<file path="config.mk">
export PLATFORM = sky130hd
export DESIGN_NAME = muldiv_unit
export DESIGN_NICKNAME = d
export VERILOG_FILES = /design/src/rtl/muldiv_pkg.sv /design/src/rtl/dl_adder.sv /design/src/rtl/muldiv_cond_neg.sv /design/src/rtl/muldiv_unit.sv
export SDC_FILE = /design/constraint.sdc
export NUM_CORES = 1
export LEC_CHECK = 0
export BUFFER_PORTS_ARGS = -buffer_cell sky130_fd_sc_hd__buf_2
export CAP_MARGIN = 30
export CORE_MARGIN = 5
export CORE_UTILIZATION = 65
export CTS_BUF_LIST = sky130_fd_sc_hd__clkbuf_16
export DETAILED_ROUTE_END_ITERATION = 8
export PLACE_DENSITY = 0.84
export REMOVE_ABC_BUFFERS = 1
export SETUP_SLACK_MARGIN = 0.15
export SLEW_MARGIN = 25
export SYNTH_ARGS = -nofsm -noshare
export SYNTH_HDL_FRONTEND = slang
export SYNTH_SLANG_ARGS = --single-unit
</file>
<file path="constraint.sdc">
create_clock -name clk -period 14.8 [get_ports clk]
set_clock_uncertainty 0.1 [all_clocks]
set_input_delay 0 -clock clk [delete_from_list [all_inputs] [get_ports clk]]
set_output_delay 0 -clock clk [all_outputs]
set_load 0.02 [all_outputs]
</file>
<file path="src/rtl/muldiv_pkg.sv">
// muldiv_pkg: shared types for the iterative RV32M multiply/divide unit.
//   muldiv_op_t    : operation encoding, equal to the RV32M funct3 field.
//   muldiv_state_t : control FSM states.
//   Helpers report which operands an operation treats as signed.
package muldiv_pkg;

   typedef enum logic [2:0] {
      OpMul    = 3'd0,
      OpMulh   = 3'd1,
      OpMulhsu = 3'd2,
      OpMulhu  = 3'd3,
      OpDiv    = 3'd4,
      OpDivu   = 3'd5,
      OpRem    = 3'd6,
      OpRemu   = 3'd7
   } muldiv_op_t;

   typedef enum logic [2:0] {
      StIdle,
      StPrep,
      StCalc,
      StFix,
      StDone
   } muldiv_state_t;

   // MUL needs no sign handling: the low product word is sign-agnostic.
   function automatic logic rs1_is_signed(input muldiv_op_t op);
      return op inside {OpMulh, OpMulhsu, OpDiv, OpRem};
   endfunction

   function automatic logic rs2_is_signed(input muldiv_op_t op);
      return op inside {OpMulh, OpDiv, OpRem};
   endfunction

endpackage

</file>
<file path="src/rtl/dl_adder.sv">
// dl_adder: plain WIDTH-bit adder with carry-in, shared by the multiply accumulate
// and the restoring-divide trial subtraction.
//   a_i, b_i : addends
//   cin_i    : carry-in (1 with an inverted b_i gives a - b)
//   sum_o    : a_i + b_i + cin_i, truncated to WIDTH bits
module dl_adder #(
   parameter int unsigned WIDTH = 32
) (
   input  logic [WIDTH-1:0] a_i,
   input  logic [WIDTH-1:0] b_i,
   input  logic             cin_i,
   output logic [WIDTH-1:0] sum_o
);

   always_comb begin
      sum_o = a_i + b_i + WIDTH'(cin_i);
   end

endmodule

</file>
<file path="src/rtl/muldiv_cond_neg.sv">
// muldiv_cond_neg: conditional two's-complement negation.
//   in_i  : value
//   neg_i : 1 -> out_o = -in_i, 0 -> out_o = in_i
//   out_o : result
module muldiv_cond_neg #(
   parameter int unsigned NUM_BITS = 32
) (
   input  logic [NUM_BITS-1:0] in_i,
   input  logic                neg_i,
   output logic [NUM_BITS-1:0] out_o
);

   always_comb begin
      out_o = neg_i ? (~in_i + NUM_BITS'(1)) : in_i;
   end

endmodule

</file>
<file path="src/rtl/muldiv_unit.sv">
// muldiv_unit: iterative RV32M multiply/divide unit (one bit per cycle).
//   clk, rst_n            : clock, asynchronous active-low reset
//   req_valid/req_ready   : request handshake; ready only while idle
//   req_op                : RV32M funct3 (MUL..REMU)
//   req_in0, req_in1      : rs1 (multiplicand/dividend), rs2 (multiplier/divisor)
//   flush                 : abandon the operation in flight, no response
//   resp_valid/resp_ready : response handshake; resp_data held while waiting
// Optional build macro MULDIV_EARLY_OUT_EN: multiplies finish as soon as the
// remaining multiplier bits are all zero.
module muldiv_unit
   import muldiv_pkg::*;
#(
   parameter int unsigned N_BITS = 32
) (
   input  logic              clk,
   input  logic              rst_n,
   input  logic              req_valid,
   output logic              req_ready,
   input  logic [2:0]        req_op,
   input  logic [N_BITS-1:0] req_in0,
   input  logic [N_BITS-1:0] req_in1,
   input  logic              flush,
   output logic              resp_valid,
   input  logic              resp_ready,
   output logic [N_BITS-1:0] resp_data
);

   localparam int unsigned CNT_W = $clog2(N_BITS);
   localparam int unsigned W2    = 2 * N_BITS;

   muldiv_state_t     state_q, state_d;
   muldiv_op_t        op_q, op_d;
   logic [N_BITS-1:0] a_q, a_d, b_q, b_d;
   // acc: product accumulator (mul) / partial remainder in the low word (div)
   // mc : multiplicand shifted left (mul) / divisor magnitude in the low word (div)
   // sh : multiplier shifted right (mul) / dividend bits out, quotient bits in (div)
   logic [W2-1:0]     acc_q, acc_d, mc_q, mc_d;
   logic [N_BITS-1:0] sh_q, sh_d;
   logic [CNT_W-1:0]  cnt_q, cnt_d;
   logic [N_BITS-1:0] resp_data_q, resp_data_d;

   logic              is_div, sign_a, sign_b, div_zero, div_ovf;
   logic [N_BITS-1:0] a_mag, b_mag, special_res;
   logic [N_BITS:0]   rem_shift;
   logic [W2-1:0]     add_a, add_b, add_sum;
   logic              borrow;
   logic [W2-1:0]     fix_in, fix_out;
   logic              fix_neg;
   logic [N_BITS-1:0] result;

   assign is_div = op_q[2];
   assign sign_a = a_q[N_BITS-1] & rs1_is_signed(op_q);
   assign sign_b = b_q[N_BITS-1] & rs2_is_signed(op_q);

   muldiv_cond_neg #(.NUM_BITS(N_BITS)) u_mag_a (
      .in_i  (a_q),
      .neg_i (sign_a),
      .out_o (a_mag)
   );

   muldiv_cond_neg #(.NUM_BITS(N_BITS)) u_mag_b (
      .in_i  (b_q),
      .neg_i (sign_b),
      .out_o (b_mag)
   );

   // Special cases bypass the iteration entirely.
   always_comb begin
      div_zero    = (b_q == '0);
      div_ovf     = (op_q inside {OpDiv, OpRem}) && (a_q == {1'b1, {(N_BITS - 1){1'b0}}})
                    && (b_q == '1);
      special_res = '0;
      if (div_zero) begin
         special_res = op_q[1] ? a_q : '1;
      end else if (div_ovf) begin
         special_res = op_q[1] ? '0 : a_q;
      end
   end

   // Divide: trial-subtract divisor from (remainder << 1 | next dividend bit).
   assign rem_shift = {acc_q[N_BITS-1:0], sh_q[N_BITS-1]};

   always_comb begin
      if (is_div) begin
         add_a = W2'(rem_shift);
         add_b = ~(W2'(mc_q[N_BITS-1:0]));
      end else begin
         add_a = acc_q;
         add_b = mc_q;
      end
   end

   dl_adder #(.WIDTH(W2)) u_adder (
      .a_i   (add_a),
      .b_i   (add_b),
      .cin_i (is_div),
      .sum_o (add_sum)
   );

   // Both trial operands are below 2^(N+1), so the top bit of the 2N-bit difference is the borrow.
   assign borrow = add_sum[W2-1];

   // Sign fix: product and quotient negate on differing signs, remainder follows the dividend.
   always_comb begin
      if (is_div && op_q[1]) begin
         fix_in  = W2'(acc_q[N_BITS-1:0]);
         fix_neg = sign_a;
      end else if (is_div) begin
         fix_in  = W2'(sh_q);
         fix_neg = sign_a ^ sign_b;
      end else begin
         fix_in  = acc_q;
         fix_neg = sign_a ^ sign_b;
      end
   end

   muldiv_cond_neg #(.NUM_BITS(W2)) u_fix (
      .in_i  (fix_in),
      .neg_i (fix_neg),
      .out_o (fix_out)
   );

   assign result = (is_div || op_q == OpMul) ? fix_out[N_BITS-1:0] : fix_out[W2-1:N_BITS];

   always_comb begin
      state_d     = state_q;
      op_d        = op_q;
      a_d         = a_q;
      b_d         = b_q;
      acc_d       = acc_q;
      mc_d        = mc_q;
      sh_d        = sh_q;
      cnt_d       = cnt_q;
      resp_data_d = resp_data_q;

      if (flush) begin
         // In idle a flush only blocks acceptance; elsewhere it kills the op.
         if (state_q != StIdle) begin
            state_d = StIdle;
         end
      end else begin
         unique case (state_q)
            StIdle: begin
               if (req_valid) begin
                  op_d    = muldiv_op_t'(req_op);
                  a_d     = req_in0;
                  b_d     = req_in1;
                  state_d = StPrep;
               end
            end
            StPrep: begin
               if (is_div && (div_zero || div_ovf)) begin
                  resp_data_d = special_res;
                  state_d     = StDone;
               end else begin
                  acc_d   = '0;
                  cnt_d   = CNT_W'(N_BITS - 1);
                  state_d = StCalc;
                  if (is_div) begin
                     mc_d = W2'(b_mag);
                     sh_d = a_mag;
                  end else begin
                     mc_d = W2'(a_mag);
                     sh_d = b_mag;
                  end
               end
            end
            StCalc: begin
               if (is_div) begin
                  acc_d = borrow ? W2'(rem_shift[N_BITS-1:0]) : W2'(add_sum[N_BITS-1:0]);
                  sh_d  = {sh_q[N_BITS-2:0], ~borrow};
               end else begin
                  if (sh_q[0]) begin
                     acc_d = add_sum;
                  end
                  mc_d = mc_q << 1;
                  sh_d = sh_q >> 1;
               end
               if (cnt_q == '0) begin
                  state_d = StFix;
               end else begin
                  cnt_d = cnt_q - 1'b1;
               end
`ifdef MULDIV_EARLY_OUT_EN
               // Remaining multiplier bits all zero: further iterations add nothing.
               if (!is_div && ((sh_q >> 1) == '0)) begin
                  state_d = StFix;
               end
`endif
            end
            StFix: begin
               resp_data_d = result;
               state_d     = StDone;
            end
            StDone: begin
               if (resp_ready) begin
                  state_d = StIdle;
               end
            end
            default: state_d = StIdle;
         endcase
      end
   end

   always_ff @(posedge clk or negedge rst_n) begin
      if (!rst_n) begin
         state_q     <= StIdle;
         op_q        <= OpMul;
         a_q         <= '0;
         b_q         <= '0;
         acc_q       <= '0;
         mc_q        <= '0;
         sh_q        <= '0;
         cnt_q       <= '0;
         resp_data_q <= '0;
      end else begin
         state_q     <= state_d;
         op_q        <= op_d;
         a_q         <= a_d;
         b_q         <= b_d;
         acc_q       <= acc_d;
         mc_q        <= mc_d;
         sh_q        <= sh_d;
         cnt_q       <= cnt_d;
         resp_data_q <= resp_data_d;
      end
   end

   assign req_ready  = (state_q == StIdle);
   assign resp_valid = (state_q == StDone);
   assign resp_data  = resp_data_q;

endmodule
</file>
==> metrics.yaml <==
outcome:
  outcome: "complete, but fails checks"
  violations: "hold timing"
floorplan:
  fp-row-count: 65
  num_io_pins: 106
  core_sq_mm: 0.0317
  start_util_pct: 66.3
  dieArea_sq_mm: 0.0361
  die_x_um: 190
  die_h_um: 190
logic_synthesis:
  synth_top_area_share_pct: 31.8
  synth_edf_count: 0
  ys_ff_latch: 267
  synth_area_leaders: "dfrtp_1, mux2_2, o21ai_0, nand2_1, nor2_1"
  synth_top_cell_by_area: "dfrtp_1"
  syn_inst: 2537
  synth.avg_cell_area_sq_um: 8.29
  ys_async_sr_fraction_pct: 100
  syn_area_sq_mm: 0.0210
  ys_types: 72
  yosysSeqAreaShare_pct: 31.8
  synthFlopType: "dfrtp_1"
  yosysWarnings: 0
setup_path:
  r2r_slack_ps: 8490
  worstPathRequired_ps: 15120
  startpoint_type: "flop"
  reg2reg_depth: 14
  r2r-start: "op_q[2]"
  critical_path.endpoint_type: "flop"
  critical_path.startpoint: "op_q[2]"
  critPathMaxFanout: 62
  worstSetupPathType: "flop to flop"
  r2r-end: "resp_data[14]"
  crit_end: "resp_data[14]"
  worstPathArrival_ps: 6630
finish:
  final_util_pct: 74.1
  instances_no_fill: 3034
  final_nets: 2753
  final_cell_mix: "nand2_1, dfrtp_1, nor2_1"
  drive_above_1_share_pct: 14.2
  layout_commonest_cell: "nand2_1"
  diodes: 0
  syn_to_final_growth_pct: 11.7
  n_fill_cell: 2331
clock_tree:
  post_cts_buffers: 0
  cts_sinks: 267
  htreeDepth: 1
  cts_tree: "built"
  cts_resized: 0
  numCtsBuffers: 30
  path_clk_slew_ps: 70
  cts-root-buf: "clkbuf_16"
  clockBufferDepth: 3
  cts_hold_buf: 74
  insertion_delay_ps: 590
timing:
  slew_viol_final: 0
  setup_tns_ps: 0
  whs_ps: -21.3
  fmax_mhz: 159
  maxSlewHeadroom_pct: 24.3
  fin_ws_ps: 8490
  rsz0062_at_grt: "false"
  min_period_ps: 6310
  worst_pin_slew_ps: 1130
  period_share_pct: 42.6
  setup_viol: 0
  hold_violations: 7
detailed_routing:
  drc: 0
  routedWlPerCell_um: 25.2
  firstDrtPassIters: 6
  drtIter0Drc: 2642
  wl_um: 76400
  via_count: 21100
  ant_nets: 0
  viasPerCell: 6.95
power_and_ir_drop:
  internal-power_mw: 2.50
  p_seq_share_pct: 27.4
  ir_worst_vdd_v: 0.000128
  power.switching_mw: 2.50
  combPwrFrac_pct: 58.0
  power.density_mw_per_mm2: 213
  p_clk_share_pct: 14.6
  swShare_pct: 50.0
  power_leakage_nw: 10.4
placed_design:
  hpwl_um: 53700
  dp.cells: 2905
  port_buffers: 105
  dp_slack_ps: 8810
  place.gp.congestion: 1.04
global_route:
  gr-total-overflow: 0
  grt_first_pass_wirelength_um: 117000
  grt_usage_pct: 41.1
  antenna_found_initial: 3
  grt_pass1_vias: 19900
  grt_max_degree: 91
hold_path:
  whs_path_depth: 3
  hp-class: "input pin to flop"
flow_run:
  drv_cap: 0
==> sequential cells by signal, summed over array words and instances (netlist names) <==
register,flops
a_q,32
acc_q,64
b_q,32
cnt_q,5
mc_q,64
op_q,3
resp_data,32
sh_q,32
state_q,3
==> per-stage QoR <==
| step | power (mW) | cell area [sq um] |
|---|---|---|
| global placement | 4.04 | 21700 |
| floorplan | 3.28 | 20400 |
| finish | 5.00 | 23500 |
| global route | 5.30 | 23500 |
| detailed placement | 4.12 | 21700 |
| CTS | 4.88 | 23400 |
==> cells by family after synthesis <==
family	synth area share [%]
mux	11.2
xor+xnor	8.20
fa+ha+maj	4.14
buf+inv	3.92
simple gates	19.6
compound gates	21.1
flops	31.8
==> power groups by stage <==
| stage | clock network (mW) | logic (mW) | registers, mW |
|---|---|---|---|
| floorplan | 0 | 2.05 | 1.23 |
| global placement | 0 | 2.70 | 1.35 |
| detailed placement | 0 | 2.77 | 1.35 |
| CTS | 0.724 | 2.81 | 1.34 |
| global route | 0.760 | 3.16 | 1.38 |
| finish | 0.729 | 2.90 | 1.37 |
==> critical path, cell delays in order (launching register included) <==
cell and delay (ps):
dfrtp_4 740, buf_4 700, nor2b_4 270, buf_4 690, mux2_2 440, inv_1 80
ha_1 160, o211a_1 160, nor4bb_1 700, nand4b_1 330, nor3_1 850, nand2_1 110
nand2_1 140, xor2_1 380, o21ai_0 190
==> cell type report <==
class / instances / area [sq um] / share of cell area, %
clock buffer: 31 / 776 / 3.30
clock inverter: 21 / 138 / 0.586
inverter: 39 / 146 / 0.623
multi-input combinational: 2061 / 13600 / 58.0
sequential: 267 / 6690 / 28.5
tap: 402 / 503 / 2.14
timing repair buffer: 213 / 1620 / 6.90
==> worst min-delay path by stage <==
stage	to	startpoint	slack [ps]
2_1_floorplan	a_q[0]	rst_n	-400
3_3_place_gp	mc_q[10]	rst_n	-100
3_5_place_dp	mc_q[9]	rst_n	-90
4_1_cts	b_q[22]	req_in1[22]	70
5_1_grt	b_q[21]	req_valid	6
6_report	b_q[21]	req_valid	-20
==> cell usage after synthesis (31+ instances only) <==
library cell and instances:
a21o_1 36, nor2b_1 35, a22o_1 36, xor2_1 109, clkbuf_1 125, o31ai_1 37
mux2i_1 84, a21oi_1 170, or2_2 45, dfrtp_1 267, xnor2_1 88, nand2_1 284
a211oi_1 31, mux2_2 109, o21ai_0 233, ha_1 68, nor3_1 59, nor2_1 264
inv_1 38, nand4_1 33
==> routing by layer <==
layer	vias up	track usage, %	part of all wire, %
met3	383	6.29	9.8
met4	2	27.4	8.8
met1	9935	52.2	37
met5	-	0	0.017
li1	9303	-	-
met2	1458	65.1	45
Note: power is estimated with default switching activity, not from simulation.
